==> config.mk <==
export PLATFORM = sky130hd
export DESIGN_NAME = irq_ctrl
export DESIGN_NICKNAME = d
export VERILOG_FILES = /design/src/rtl/irq_ctrl_pkg.sv /design/src/rtl/irq_prio_enc.sv /design/src/rtl/irq_ctrl.sv
export SDC_FILE = /design/constraint.sdc
export NUM_CORES = 1
export LEC_CHECK = 0
export BUFFER_PORTS_ARGS = -buffer_cell sky130_fd_sc_hd__buf_2
export CORE_MARGIN = 2
export CORE_UTILIZATION = 45
export CTS_CLUSTER_DIAMETER = 60
export CTS_CLUSTER_SIZE = 12
export DETAILED_ROUTE_END_ITERATION = 12
export PLACE_DENSITY_LB_ADDON = 0.3
export SLEW_MARGIN = 10
export SYNTH_ARGS = -nofsm -noshare
export SYNTH_HDL_FRONTEND = slang
export SYNTH_SLANG_ARGS = --single-unit
export TNS_END_PERCENT = 20
==> constraint.sdc <==
create_clock -name clk -period 3.4 [get_ports clk]
set_input_delay 0.17 -clock clk [delete_from_list [all_inputs] [get_ports clk]]
set_output_delay 0.17 -clock clk [all_outputs]
set_load 0.05 [all_outputs]
==> src/rtl/irq_ctrl_pkg.sv <==
// Shared constants for the external interrupt controller: register map,
// FSM state encoding and the machine external interrupt cause value.
package irq_ctrl_pkg;

    localparam logic [1:0] IRQ_ENABLE   = 2'd0;
    localparam logic [1:0] IRQ_PENDING  = 2'd1;
    localparam logic [1:0] IRQ_CLAIM    = 2'd2;
    localparam logic [1:0] IRQ_COMPLETE = 2'd3;

    typedef enum logic {
        IRQ_IDLE    = 1'b0,
        IRQ_CLAIMED = 1'b1
    } irq_state_e;

    localparam logic [31:0] MCAUSE_MEI = 32'h8000000b;

endpackage

==> src/rtl/irq_prio_enc.sv <==
// Combinational lowest-index priority encoder over the masked pending vector.
module irq_prio_enc #(
    parameter int NSRC = 8,
    parameter int IDW  = 5
) (
    input  logic [NSRC-1:0] req,
    output logic            any,
    output logic [IDW-1:0]  id
);

    // Scan from the top down so the lowest set index is written last.
    always_comb begin
        any = 1'b0;
        id  = '0;
        for (int i = NSRC - 1; i >= 0; i--) begin
            if (req[i]) begin
                any = 1'b1;
                id  = IDW'(i);
            end
        end
    end

endmodule

==> src/rtl/irq_ctrl.sv <==
// Machine-mode external interrupt controller: edge-latched pending bits,
// enable mask, lowest-index arbitration and a claim/complete handshake.
module irq_ctrl
    import irq_ctrl_pkg::*;
#(
    parameter int NSRC = 8,
    parameter int IDW  = 5
) (
    input  logic            clk,
    input  logic            rst,
    input  logic [NSRC-1:0] irq_src,
    input  logic            trap_ack,
    input  logic            cfg_we,
    input  logic [1:0]      cfg_addr,
    input  logic [31:0]     cfg_wdata,
    output logic [31:0]     cfg_rdata,
    output logic            irq_out,
    output logic [IDW-1:0]  irq_id
);

    irq_state_e      state_reg, state_next;
    logic [NSRC-1:0] src_q_reg;
    logic [NSRC-1:0] pending_reg, pending_next;
    logic [NSRC-1:0] enable_reg, enable_next;
    logic            irq_out_reg, irq_out_next;
    logic [IDW-1:0]  irq_id_reg, irq_id_next;

    logic [NSRC-1:0] fire;
    logic [NSRC-1:0] w1c_mask;
    logic [NSRC-1:0] claim_mask;
    logic [NSRC-1:0] req;
    logic            claim;
    logic            complete_wr;
    logic            any;
    logic [IDW-1:0]  winner;
    logic            unused_wdata;

    assign fire        = irq_src & ~src_q_reg;
    assign w1c_mask    = (cfg_we && cfg_addr == IRQ_PENDING) ? cfg_wdata[NSRC-1:0] : '0;
    assign complete_wr = cfg_we && cfg_addr == IRQ_COMPLETE;
    assign enable_next = (cfg_we && cfg_addr == IRQ_ENABLE) ? cfg_wdata[NSRC-1:0] : enable_reg;
    assign unused_wdata = ^cfg_wdata[31:NSRC];

    generate
        for (genvar gi = 0; gi < NSRC; gi++) begin : g_claim
            assign claim_mask[gi] = claim && (irq_id_reg == IDW'(gi));
        end
    endgenerate

    // A fire beats a clear landing in the same cycle.
    assign pending_next = (pending_reg & ~w1c_mask & ~claim_mask) | fire;

    // Arbitrate on this cycle's enable/clear writes so masking and unmasking
    // take effect on irq_out one cycle later; new fires wait for PENDING.
    assign req = pending_reg & ~w1c_mask & enable_next;

    irq_prio_enc #(
        .NSRC (NSRC),
        .IDW  (IDW)
    ) u_prio_enc (
        .req (req),
        .any (any),
        .id  (winner)
    );

    always_comb begin
        state_next   = state_reg;
        irq_out_next = irq_out_reg;
        irq_id_next  = irq_id_reg;
        claim        = 1'b0;
        unique case (state_reg)
            IRQ_IDLE: begin
                if (trap_ack && irq_out_reg) begin
                    claim        = 1'b1;
                    irq_out_next = 1'b0;
                    state_next   = IRQ_CLAIMED;
                end else begin
                    irq_out_next = any;
                    irq_id_next  = winner;
                end
            end
            IRQ_CLAIMED: begin
                irq_out_next = 1'b0;
                if (complete_wr) begin
                    state_next   = IRQ_IDLE;
                    irq_out_next = any;
                    irq_id_next  = winner;
                end
            end
        endcase
    end

    always_ff @(posedge clk or posedge rst) begin
        if (rst) begin
            state_reg   <= IRQ_IDLE;
            src_q_reg   <= '0;
            pending_reg <= '0;
            enable_reg  <= '0;
            irq_out_reg <= 1'b0;
            irq_id_reg  <= '0;
        end else begin
            state_reg   <= state_next;
            src_q_reg   <= irq_src;
            pending_reg <= pending_next;
            enable_reg  <= enable_next;
            irq_out_reg <= irq_out_next;
            irq_id_reg  <= irq_id_next;
        end
    end

    always_comb begin
        cfg_rdata = '0;
        unique case (cfg_addr)
            IRQ_ENABLE:   cfg_rdata[NSRC-1:0] = enable_reg;
            IRQ_PENDING:  cfg_rdata[NSRC-1:0] = pending_reg;
            IRQ_CLAIM: begin
                cfg_rdata[31]      = (state_reg == IRQ_CLAIMED);
                cfg_rdata[IDW-1:0] = irq_id_reg;
            end
            IRQ_COMPLETE: cfg_rdata = '0;
        endcase
    end

    assign irq_out = irq_out_reg;
    assign irq_id  = irq_id_reg;

endmodule

# --- After elaboration in Yosys (flattened, before gate mapping) ---
# Cells that the tools add are included.
totals:
  regBits: 31
  inputBits: 46
  out_inout_bits: 38
op_classes:
  n_eq_ne: 12
  n_mux: 31
  bitwise: 9
  reduce_logical: 15
ops:
  columns: ["cell", "count"]
  rows:
  - ["bitwise AND 8 bit", 4]
  - ["two-way mux 3 bit", 8]
  - ["inverter 8 bit", 3]
  - ["equality test 5 x 3 -> 1 bit, second input constant", 4]
  - ["one-hot mux 5 bit (4 select lines)", 1]
  - ["two-way mux 8 bit", 2]
  - ["two-way mux 1 bit", 14]
  - ["logical AND 1 bit", 12]
  - ["equality test 5 x 2 -> 1 bit, second input constant", 2]
  - ["two-way mux 5 bit", 2]
  - ["one-hot mux 5 bit (2 select lines)", 1]
  - ["bitwise OR 8 bit", 1]
  - ["one-hot mux 3 bit (2 select lines)", 1]
  - ["equality test 5 x 1 -> 1 bit, second input constant", 1]
  - ["logical NOT 5 bit", 1]
  - ["equality test 2 bit, second input constant", 2]
  - ["one-hot mux 1 bit (2 select lines)", 2]
  - ["equality test 2 x 1 -> 1 bit, second input constant", 1]
  - ["logical NOT 2 bit", 1]
  - ["inequality test 2 x 1 -> 1 bit, second input constant", 1]
  - ["inequality test 2 bit, second input constant", 1]
  - ["AND reduction 2 bit", 1]
  - ["inverter 1 bit", 1]

# --- Logic depth before layout (Yosys ltp) ---
depth:
  depth_word: 16
  mapped_depth: 7
  ltp_nobuf: 6

# --- Cells and area by module ---
# A second synthesis with hierarchy kept.
hier_totals:
  cells_unflattened: 171
  hier_area_um2: 1721.7
by_module_without_submodules:
  columns: ["mod", "n_inst", "cells_each", "area_per_inst_um2", "seq_area_each_um2"]
  rows:
  - ["irq_ctrl", 1, 155, 1622.8, 775.7]
  - ["irq_prio_enc", 1, 16, 98.8, 0.0]

# --- Worst setup path after synthesis ---
# No wires, ideal clock.
synth_path:
  path_kind: "register -> output"
  start: "reg irq_id_reg[0], in the netlist irq_id[0]"
  end: "out cfg_rdata[0]"
  arrival_time_ns: 1.943
  t_required_ns: 3.230
  setup_slack_ns: 1.287
  path_stages_with_launch: 3
  n_path_buf: 0
  cell_sequence: "dfrtp_1 > mux2i_1 > o21ai_0"
synth_via:
  elab_chain_cells: 1
synth_rtl:
  columns: ["item", "line_no", "source"]
  rows:
  - ["start: declaration", "irq_ctrl.sv:26", "logic [IDW-1:0] irq_id_reg, irq_id_next;"]
  - ["start signal: assignment", "irq_ctrl.sv:107", "irq_id_reg <= irq_id_next;"]
  - ["one-hot mux 5 bit (4 select lines)", "irq_ctrl.sv:113", "unique case (cfg_addr)"]
  - ["end: declaration", "irq_ctrl.sv:16", "output logic [31:0] cfg_rdata,"]
# Every way passes these cells.

# --- Final worst setup path ---
layout_path:
  start: "in cfg_addr[0]"
  end: "reg irq_id_reg[2], in the netlist irq_id[2]"
layout_via:
  elab_chain_cells: 16
  elab_cells_between_ends: 24
  cone_classes: "eq/ne (3); mux (13); bitwise (3); reduce/logical (5)"
layout_rtl:
  columns: ["item", "line_no", "source"]
  rows:
  - ["start: declaration", "irq_ctrl.sv:14", "input logic [1:0] cfg_addr,"]
  - ["equality test 2 x 1 -> 1 bit", "irq_ctrl.sv:39", "assign w1c_mask = (cfg_we && cfg_addr == IRQ_PENDING) ? cfg_wdata[NSRC-1:0] : '0;"]
  - ["logical AND 1 bit", "irq_ctrl.sv:39", null]
  - ["two-way mux 8 bit", "irq_ctrl.sv:39", null]
  - ["inverter 8 bit", "irq_ctrl.sv:55", "assign req = pending_reg & ~w1c_mask & enable_next;"]
  - ["bitwise AND 8 bit (2 in a row)", "irq_ctrl.sv:55", null]
  - ["two-way mux 3 bit (8 in a row)", "irq_prio_enc.sv:16", "if (req[i]) begin"]
  - ["two-way mux 5 bit (on tied branches)", "irq_ctrl.sv:84, irq_ctrl.sv:73", null]
  - ["one-hot mux 5 bit (2 select lines)", "irq_ctrl.sv:71", "unique case (state_reg)"]
# Parallel ways exist; a longest one is shown, timed or not. The select of a mux whose other input is x is not followed.
# A chain may end at the register's enable or synchronous reset.

==> run metrics <==
CTS Buf Count 5; Mapped Avg Cell Area 9.07 µm²; area grow syn2layout 11.7%; PD cells 654 nW/µm²; top cell type's share of synthesized area 41.5%; CTS tree done; failing checks hold timing; Cells after Synth 193; placed insts 269; Via Count 1,367; Port Buffers 34; GRT Overall Usage 17.8%; ys async rst share 100%; antenna cells 0; CP peak stage delay 610 ps; row count 22; top cells by count, synth 29 x dfrtp_1, 27 x buf_4, 24 x nand2_1; Synth cell types 36; I/O pin total 84; Rel. slew slack 34.1%; final worst slack 1720 ps; CP cell instances buf_2 > nor3b_4 > nand2_1 > a21boi_1 > nand2b_4 > nor3b_2 > a22o_1; Max Root-Sink Buffers 2; initial antenna violation count 0; outcome complete, but fails checks; DP HPWL 2.61 mm; Nets 276; final cell count without fillers 278; EDFF count, synth 0; WS Path Type in -> reg; pre-CTS setup slack 1430 ps; core area 3690 µm²; Starting Density 47.5%; Layout Utilization 53.0%; # setup viols final 0; Synth Warn # 0; vias in the first global route 1,288; largest cells by area after synthesis dfrtp_1 41%, buf_4 12%, nand2_1 5.1%, mux2i_1 4.6%, o21ai_0 4.3%; RR Startpoint irq_id[2]; DR WL/cell 12.6 µm; placed inst area 1850 µm²; # DRC 0; grt ovf 0; Worst Skew 2.04 ps; worst hold slack -3.25 ps; Worst path slowest cell nor3b_4; CP arrival 1850 ps; Primary FF master, synth dfrtp_1; storage element area 726 µm²; Tcrit/Tclk final 49.5%; Die W 66.4 µm; final wirelength 3.51 mm; setup repair after global routing missed its margin no; # fillers 381; clk sinks 29; nature of the critical path startpoint primary input; leakage 0.972 nW; area occupied by multi-input gates 828 µm²; H-Tree Depth 2; CP max FO 25; clk slew on worst S/H paths 60 ps; Hold Violations, Final 14; Final TNS setup 0 ps; worst skew pair latency 270 ps; FF+latch count, synth 29; Req. time, crit path 3570 ps; Max Slew Vio Count 0; Worst Setup SP cfg_addr[0]; HP Class in -> async; Post-CTS Setup Inserts 0; Clock Tree Root clkbuf_8; Final min period 1680 ps; DR iter-0 viols 24; cell accounting for the most synthesized area dfrtp_1; pin count of the biggest net entering global routing 30; Least-Margin Pin Slew 983 ps; first-pass GRT wire length 5.73 mm; antenna viol nets, final 0; # Max-Cap Violations 0; height of the die 66.4 µm; Worst VDD drop 0.262 mV; die area 4400 µm²; layout cells sized above 1 23.5%; drt first pass iters 6; f_max 0.595 GHz; routability cong. 0.932; register area share after synthesis 41.5%; count leader, synth dfrtp_1; DR vias/cell 4.92; Post-Syn Area 1750 µm²; Critical Path Sink Type flop; Final Cell Area 1950 µm²
[through the flow]
step / power (mW) / hold WS [ps]
after CTS: 1.29 / 1.65
after global routing: 1.36 / 1.49
after floorplan: 0.910 / 201
after detailed placement: 1.01 / 293
final: 1.28 / -3.25
after global placement: 1.00 / 292
[layer usage]
layer / vias up / global-route usage, % / routed length [µm]
li1: 677 / - / -
met1: 629 / 22.2 / 1570
met2: 51 / 28.6 / 1630
met3: 10 / 5.11 / 230
met4: 0 / 7.40 / 79
met5: - / 0 / 0
[worst max-delay path: cells and delay by family]
kind	cells	cell delay, ps
compound gates	2	430
simple gates	4	980
buf+inv	1	260
[cell type report]
class,instances,area share (%)
clock buffers,7,4.42
inverters,17,3.27
multi-input cells,141,42.4
flip-flops and latches,29,37.1
well taps,48,3.07
repair buffers,36,9.73
[placed cells by master, fill, tap and decap left out, types with 8 or more instances in the layout]
cell type / n
dfrtp_1: 29
a21oi_1: 8
o21ai_0: 15
nor2_1: 8
nand2_1: 24
buf_2: 34
conb_1: 25
mux2i_1: 8
inv_1: 16
[cells by family after synthesis]
group,count (synthesis),share of synthesized area [%]
buf+inv,47,16.4
simple gates,55,16.8
other cells,1,0.214
mux,13,7.79
flops,29,41.5
compound gates,48,17.4
[power by group]
group          leakage (nW)  internal [mW]  switching [mW]
clock                0.0443          0.160           0.117
combinational         0.597          0.150           0.361
sequential            0.331          0.415          0.0752
total                 0.972          0.725           0.553
[final timing paths]
path / to / slack (ps) / cells after the start
setup / recovery: irq_id[2] / 1720 / 7
hold / removal: src_q_reg[6] / -3 / 2
setup reg to reg: pending_reg[0] / 1990 / 3
hold reg to reg: pending_reg[1] / 420 / 1
max in group asynchronous: enable_reg[1] / 2950 / 2
min in group clk: src_q_reg[6] / 10 / 1
[what timing repair did]
action	CTS	global route
endpoints found under the hold margin	0	2
hold buffers	0	2
setup endpoints to repair	0	0
resized for setup	0	0
(Power assumes the default switching activity.)
